[config.mk]
export PLATFORM = sky130hd
export DESIGN_NAME = cpu_program_loader
export DESIGN_NICKNAME = d
export VERILOG_FILES = /design/src/rtl/cpu_loader_pkg.sv /design/src/rtl/loader_run_timer.sv /design/src/rtl/cpu_program_loader.sv
export SDC_FILE = /design/constraint.sdc
export NUM_CORES = 1
export LEC_CHECK = 0
export ABC_AREA = 1
export ABC_CLOCK_PERIOD_IN_PS = 1500
export CORE_AREA = 2 2 91 93
export CTS_BUF_LIST = sky130_fd_sc_hd__clkbuf_2 sky130_fd_sc_hd__clkbuf_4 sky130_fd_sc_hd__clkbuf_8
export CTS_CLUSTER_DIAMETER = 100
export DETAILED_ROUTE_END_ITERATION = 8
export DIE_AREA = 0 0 93 95
export PLACE_DENSITY = 0.77
export SYNTH_ARGS = -nofsm -noshare
export SYNTH_HDL_FRONTEND = slang
export SYNTH_SLANG_ARGS = --single-unit
[constraint.sdc]
create_clock -name clk -period 1.5 [get_ports clk]
set_input_delay 0.3 -clock clk [delete_from_list [all_inputs] [get_ports clk]]
set_output_delay 0.3 -clock clk [all_outputs]
set_load 0.01 [all_outputs]
[src/rtl/cpu_loader_pkg.sv]
// Shared types and header field layout for the CPU program loader.
package cpu_loader_pkg;

    localparam int unsigned DEF_IMEM_DEPTH = 32;
    localparam int unsigned DEF_DMEM_DEPTH = 16;

    localparam int unsigned HDR_START_BIT = 15;
    localparam int unsigned HDR_NI_MSB    = 14;
    localparam int unsigned HDR_NI_LSB    = 10;
    localparam int unsigned HDR_ND_MSB    = 9;
    localparam int unsigned HDR_ND_LSB    = 5;

    localparam int unsigned WORD_W      = 16;
    localparam int unsigned LOAD_ADDR_W = 5;

    typedef enum logic [2:0] {
        StHdr,
        StRunlen,
        StInstr,
        StData,
        StSettle,
        StRun,
        StCapture,
        StDone
    } loader_state_e;

endpackage

[src/rtl/loader_run_timer.sv]
// Loadable 16-bit down-counter that times the CPU run phase; saturates at zero.
module loader_run_timer (
    input  logic        clk,
    input  logic        reset,
    input  logic        load,
    input  logic [15:0] load_value,
    input  logic        dec,
    output logic        done
);

    logic [15:0] count_q;

    always_ff @(posedge clk) begin
        if (reset) begin
            count_q <= '0;
        end else if (load) begin
            count_q <= load_value;
        end else if (dec && (count_q != 16'd0)) begin
            count_q <= count_q - 16'd1;
        end
    end

    assign done = (count_q == 16'd0);

endmodule

[src/rtl/cpu_program_loader.sv]
// Loads a framed instruction/data stream into the CPU, runs it for R cycles
// and returns the captured CPU output word to the host.
module cpu_program_loader
    import cpu_loader_pkg::*;
#(
    parameter int unsigned IMEM_DEPTH = DEF_IMEM_DEPTH,
    parameter int unsigned DMEM_DEPTH = DEF_DMEM_DEPTH
) (
    input  logic                   clk,
    input  logic                   reset,
    input  logic                   in_valid,
    output logic                   in_ready,
    input  logic [WORD_W-1:0]      in_data,
    output logic                   out_valid,
    input  logic                   out_ready,
    output logic [WORD_W-1:0]      out_data,
    output logic                   err,
    output logic                   cpu_reset,
    output logic [WORD_W-1:0]      cpu_input,
    output logic [LOAD_ADDR_W-1:0] load_address,
    output logic                   load,
    output logic                   is_instruction,
    input  logic [WORD_W-1:0]      cpu_output
);

    loader_state_e state_q, state_d;

    logic [4:0]             ni_m1_q, ni_m1_d;
    logic [4:0]             nd_q, nd_d;
    logic [4:0]             idx_q, idx_d;
    logic                   skip_run_q, skip_run_d;
    logic                   load_q, load_d;
    logic [WORD_W-1:0]      cpu_input_q, cpu_input_d;
    logic [LOAD_ADDR_W-1:0] load_address_q, load_address_d;
    logic                   is_instruction_q, is_instruction_d;
    logic                   err_q, err_d;
    logic                   cpu_reset_q, cpu_reset_d;
    logic [WORD_W-1:0]      out_data_q;

    logic       accept;
    logic       hdr_ok;
    logic [4:0] hdr_ni_m1;
    logic [4:0] hdr_nd;
    logic       capture;
    logic       timer_load;
    logic       timer_dec;
    logic       timer_done;

    assign in_ready  = !reset && (state_q inside {StHdr, StRunlen, StInstr, StData});
    assign accept    = in_valid && in_ready;
    assign hdr_ni_m1 = in_data[HDR_NI_MSB:HDR_NI_LSB];
    assign hdr_nd    = in_data[HDR_ND_MSB:HDR_ND_LSB];
    assign hdr_ok    = in_data[HDR_START_BIT]
                       && (32'(hdr_nd) <= DMEM_DEPTH)
                       && (32'(hdr_ni_m1) < IMEM_DEPTH);

    loader_run_timer u_run_timer (
        .clk        (clk),
        .reset      (reset),
        .load       (timer_load),
        .load_value (in_data),
        .dec        (timer_dec),
        .done       (timer_done)
    );

    always_comb begin
        state_d          = state_q;
        ni_m1_d          = ni_m1_q;
        nd_d             = nd_q;
        idx_d            = idx_q;
        skip_run_d       = skip_run_q;
        load_d           = 1'b0;
        cpu_input_d      = cpu_input_q;
        load_address_d   = load_address_q;
        is_instruction_d = is_instruction_q;
        err_d            = 1'b0;
        capture          = 1'b0;
        timer_load       = 1'b0;
        timer_dec        = 1'b0;

        unique case (state_q)
            StHdr: begin
                if (accept) begin
                    if (hdr_ok) begin
                        ni_m1_d = hdr_ni_m1;
                        nd_d    = hdr_nd;
                        idx_d   = '0;
                        state_d = StRunlen;
                    end else begin
                        err_d = 1'b1;
                    end
                end
            end
            StRunlen: begin
                if (accept) begin
                    timer_load = 1'b1;
                    idx_d      = '0;
                    state_d    = StInstr;
                end
            end
            StInstr: begin
                if (accept) begin
                    load_d           = 1'b1;
                    cpu_input_d      = in_data;
                    load_address_d   = idx_q;
                    is_instruction_d = 1'b1;
                    if (idx_q == ni_m1_q) begin
                        idx_d   = '0;
                        state_d = (nd_q == 5'd0) ? StSettle : StData;
                    end else begin
                        idx_d = idx_q + 5'd1;
                    end
                end
            end
            StData: begin
                if (accept) begin
                    load_d           = 1'b1;
                    cpu_input_d      = in_data;
                    load_address_d   = {1'b0, idx_q[3:0]};
                    is_instruction_d = 1'b0;
                    if (idx_q == nd_q - 5'd1) begin
                        idx_d   = '0;
                        state_d = StSettle;
                    end else begin
                        idx_d = idx_q + 5'd1;
                    end
                end
            end
            StSettle: begin
                // The first decrement happens here so RUN lasts exactly R cycles.
                skip_run_d = timer_done;
                timer_dec  = !timer_done;
                state_d    = timer_done ? StCapture : StRun;
            end
            StRun: begin
                if (timer_done) begin
                    capture = 1'b1;
                    state_d = StCapture;
                end else begin
                    timer_dec = 1'b1;
                end
            end
            StCapture: begin
                capture = skip_run_q;
                state_d = StDone;
            end
            StDone: begin
                if (out_ready) begin
                    state_d = StHdr;
                end
            end
            default: state_d = StHdr;
        endcase

        cpu_reset_d = (state_d != StRun);
    end

    always_ff @(posedge clk) begin
        if (reset) begin
            state_q          <= StHdr;
            ni_m1_q          <= '0;
            nd_q             <= '0;
            idx_q            <= '0;
            skip_run_q       <= 1'b0;
            load_q           <= 1'b0;
            cpu_input_q      <= '0;
            load_address_q   <= '0;
            is_instruction_q <= 1'b0;
            err_q            <= 1'b0;
            cpu_reset_q      <= 1'b1;
            out_data_q       <= '0;
        end else begin
            state_q          <= state_d;
            ni_m1_q          <= ni_m1_d;
            nd_q             <= nd_d;
            idx_q            <= idx_d;
            skip_run_q       <= skip_run_d;
            load_q           <= load_d;
            cpu_input_q      <= cpu_input_d;
            load_address_q   <= load_address_d;
            is_instruction_q <= is_instruction_d;
            err_q            <= err_d;
            cpu_reset_q      <= cpu_reset_d;
            if (capture) begin
                out_data_q <= cpu_output;
            end
        end
    end

    assign out_valid      = (state_q == StDone);
    assign out_data       = out_data_q;
    assign err            = err_q;
    assign cpu_reset      = cpu_reset_q;
    assign cpu_input      = cpu_input_q;
    assign load_address   = load_address_q;
    assign load           = load_q;
    assign is_instruction = is_instruction_q;

endmodule

==> qor_table.md <==
| Result | Value | Unit |
| --- | --- | --- |
| Die height | 95 | microns |
| RePlAce Congestion | 0.921 | - |
| Max transition margin | 0.729 | - |
| Largest clock skew in the final design | 8.78 | ps |
| Routed len/inst | 16.1 | microns |
| Worst Path Class, Setup | flop to flop | - |
| Placeable core area | 0.00793 | sq mm |
| Setup crit start kind | flop | - |
| GR Util All Layers | 0.260 | - |
| Sw Pwr | 1.13 | mW |
| Required time of the worst setup path | 1740 | ps |
| First-pass iteration count of the detailed router | 5 | - |
| Die Area | 0.00884 | sq mm |
| Depth of the worst register-to-register path | 5 | - |
| Antenna cells | 0 | - |
| Total clock buffers created by CTS | 9 | - |
| Crit path to | nd_q[0] | - |
| Via density per instance | 5.31 | - |
| Outcome | finished, violations left | - |
| Vias in the first global route | 3824 | - |
| Vias | 4217 | - |
| Die width | 93 | microns |
| Syn_nets | 559 | - |
| Biggest fanout along the worst timing path | 8 | - |
| Violations in the final reports | setup timing | - |
| Iteration-0 DRC count of the detailed router | 329 | - |
| Final max-slew violation count | 0 | - |
| Synth cell types | 29 | - |
| IO Pins | 79 | - |
| Top library cells by usage in the layout, fill and taps aside | sky130_fd_sc_hd__nand2_1, sky130_fd_sc_hd__nor2_1, sky130_fd_sc_hd__buf_4 | - |
| Proportion of layout cells with a drive suffix above 1 | 0.335 | - |
| Mapped Cells | 520 | - |
| Clock Latency Late Sink | 360 | ps |
| Hold Crit Start | skip_run_q | - |
| Syn Area/Cell | 6.89 | sq um |
| Origin of the critical flop-to-flop path | state_q[2] | - |
| Total of warnings raised by yosys | 0 | - |
| TritonCTS clock tree | yes | - |
| Setup repair after global routing missed its margin | true | - |
| Register-to-register path setup slack | -220 | ps |
| Sequential Power Share | 0.504 | - |
| Number of antenna violations at the first check in global routing | 0 | - |
| Gr ovfl total | 0 | - |
| Number of standard cells in the layout, taps in and fillers out | 794 | - |
| Total power | 4.09 | mW |
| CTS root buffer | sky130_fd_sc_hd__clkbuf_8 | - |
| Number of remaining DRC errors | 0 | - |
| Final Hold Vio Count | 0 | - |
| Critical register-to-register path endpoint | nd_q[0] | - |
| Combinational cell fraction of total power | 0.142 | - |
| H-tree levels | 3 | - |
| Number of clock sinks | 76 | - |
| Minimum clock period | 1720 | ps |
| Sw Ratio | 0.276 | - |
| First-pass GRT wire length | 18.1 | mm |
| Area growth from synthesis to layout | 60.8 | % |
| Summed area of non-filler cells in the final layout | 0.00577 | sq mm |
| HPWL after detailed placement | 7.96 | mm |
| Critical Path Sink Type | flop | - |
| Final-stage net count | 723 | - |
| Type of the worst min-delay path | flop to flop | - |
| Reg clk slew, reported paths | 90 | ps |
| Portion of total power attributed to the clock network | 0.355 | - |
| Post-Route WL | 12.8 | mm |
| Port bufs | 78 | - |
| Max Fclk | 582 | MHz |
| Standard cell area after detailed placement | 0.00495 | sq mm |
| Post-Synthesis Cell Area | 0.00358 | sq mm |
| Internal power of the cells | 2.96 | mW |
| Power density normalized to cell area | 709 | mW/mm^2 |
| Number of maximum-capacitance violations | 0 | - |
| Pin count of the biggest net entering global routing | 25 | - |
| Startpoint of the most critical setup path | state_q[2] | - |
| Worst supply voltage drop on vdd | 0.000657 | V |
| Number of cells after detailed placement | 753 | - |
| Post-synthesis sequential area ratio | 0.424 | - |
| Buffers from clock root to sink, at most | 2 | - |
| Antenna viol nets, final | 0 | - |
| Row count | 33 | - |
| Period utilization | 1.15 | - |
| Most common library cell in the layout ignoring fill and taps | sky130_fd_sc_hd__nand2_1 | - |
| Starting density of the core | 0.452 | - |
| Yosys reg bits | 76 | - |
| Worst path setup slack after routing | -219 | ps |
| Final Setup Violations | 72 | - |
| Data arrival time at the worst-slack endpoint | 1960 | ps |
| Pin slew with the least headroom to its limit | 404 | ps |
| Leak Pwr | 2.74 | nW |
==> per-stage QoR <==
step | hold slack (ps) | setup TNS, ps | setup slack, ps | utilization
after CTS | 491 | -869 | -68.7 | 0.682
final | 488 | -4450 | -219 | 0.727
after floorplan | 424 | 0 | 3.55 | -
after detailed placement | 471 | -26860 | -486 | 0.625
after global placement | 457 | -24340 | -447 | 0.625
after global routing | 501 | -9410 | -268 | 0.727
==> how the worst min path moves through the flow <==
stage / cells after the start / end
after floorplan: 1 / nd_q[4]
after global placement: 2 / skip_run_q
after detailed placement: 2 / ni_m1_q[0]
after CTS: 2 / ni_m1_q[0]
after global routing: 2 / is_instruction
final: 2 / skip_run_q
==> cells in the mapped netlist (all sizes together) <==
library cell,instances,share of area
a31oi,7,0.012
xnor2,10,0.024
o21ai,44,0.062
nand4,7,0.012
o221ai,2,0.0049
a211oi,10,0.021
buf,12,0.024
nor3b,1,0.0052
or2,2,0.0035
o21a,1,0.0021
xor2,9,0.022
inv,48,0.050
clkbuf,8,0.0084
nand2,115,0.12
nor2,122,0.13
nor3,4,0.0070
a21oi,14,0.020
nor4,1,0.0017
dfxtp,76,0.42
nand3,24,0.034
ha,3,0.010
==> routing by layer <==
layer / GRT usage / vias up / share of wire
li1: - / 1988 / -
met1: 0.311 / 1983 / 0.39
met2: 0.460 / 201 / 0.51
met3: 0.0782 / 45 / 0.068
met4: 0.0613 / 0 / 0.031
met5: 0 / - / 0
==> sequential cells by signal, summed over array words and instances, names as in the netlist, 3 cells and up <==
| name | flops |
|---|---|
| load_address | 5 |
| u_run_timer.count_q | 16 |
| out_data | 16 |
| cpu_input | 16 |
| state_q | 3 |
| ni_m1_q | 5 |
| idx_q | 5 |
| nd_q | 5 |
==> kinds of logic after synthesis <==
family / Yosys count / share of synthesized area
compound gates: 78 / 0.122
xor+xnor: 19 / 0.0464
fa+ha+maj: 3 / 0.0105
buf+inv: 68 / 0.0824
flops: 76 / 0.424
simple gates: 276 / 0.314
==> worst max-delay path, cell delays in order, from the launching register on <==
cell                       delay [ps]
sky130_fd_sc_hd__dfxtp_4          370
sky130_fd_sc_hd__buf_6            120
sky130_fd_sc_hd__nor3b_4          300
sky130_fd_sc_hd__nand4_1          300
sky130_fd_sc_hd__buf_6            240
sky130_fd_sc_hd__a211oi_1         280
==> power groups by stage <==
stage	Clock [mW]	Combinational [mW]	Sequential [mW]
6_report	1.45	0.579	2.06
3_3_place_gp	0	0.475	2.10
4_1_cts	1.45	0.513	2.06
2_1_floorplan	0	0.218	2.11
5_1_grt	1.54	0.618	2.06
3_5_place_dp	0	0.485	2.10
==> what timing repair did <==
item | CTS | global route
hold buffers | 0 | 0
gates resized for setup | 117 | 100
setup endpoints to repair | 106 | 78
pin swaps | 24 | 29
buffers inserted | 12 | 7
cloned | 3 | 4
==> cell type report <==
type / count / area [sq um]
clock buffers: 11 / 139
clock inverters: 5 / 36.3
fillers: 583 / 2160
inverters: 48 / 206
multi-input cells: 376 / 2170
flip-flops and latches: 76 / 1530
well taps: 105 / 131
repair buffers: 169 / 1520
repair inverters: 4 / 33.8
(Power assumes the default switching activity.)
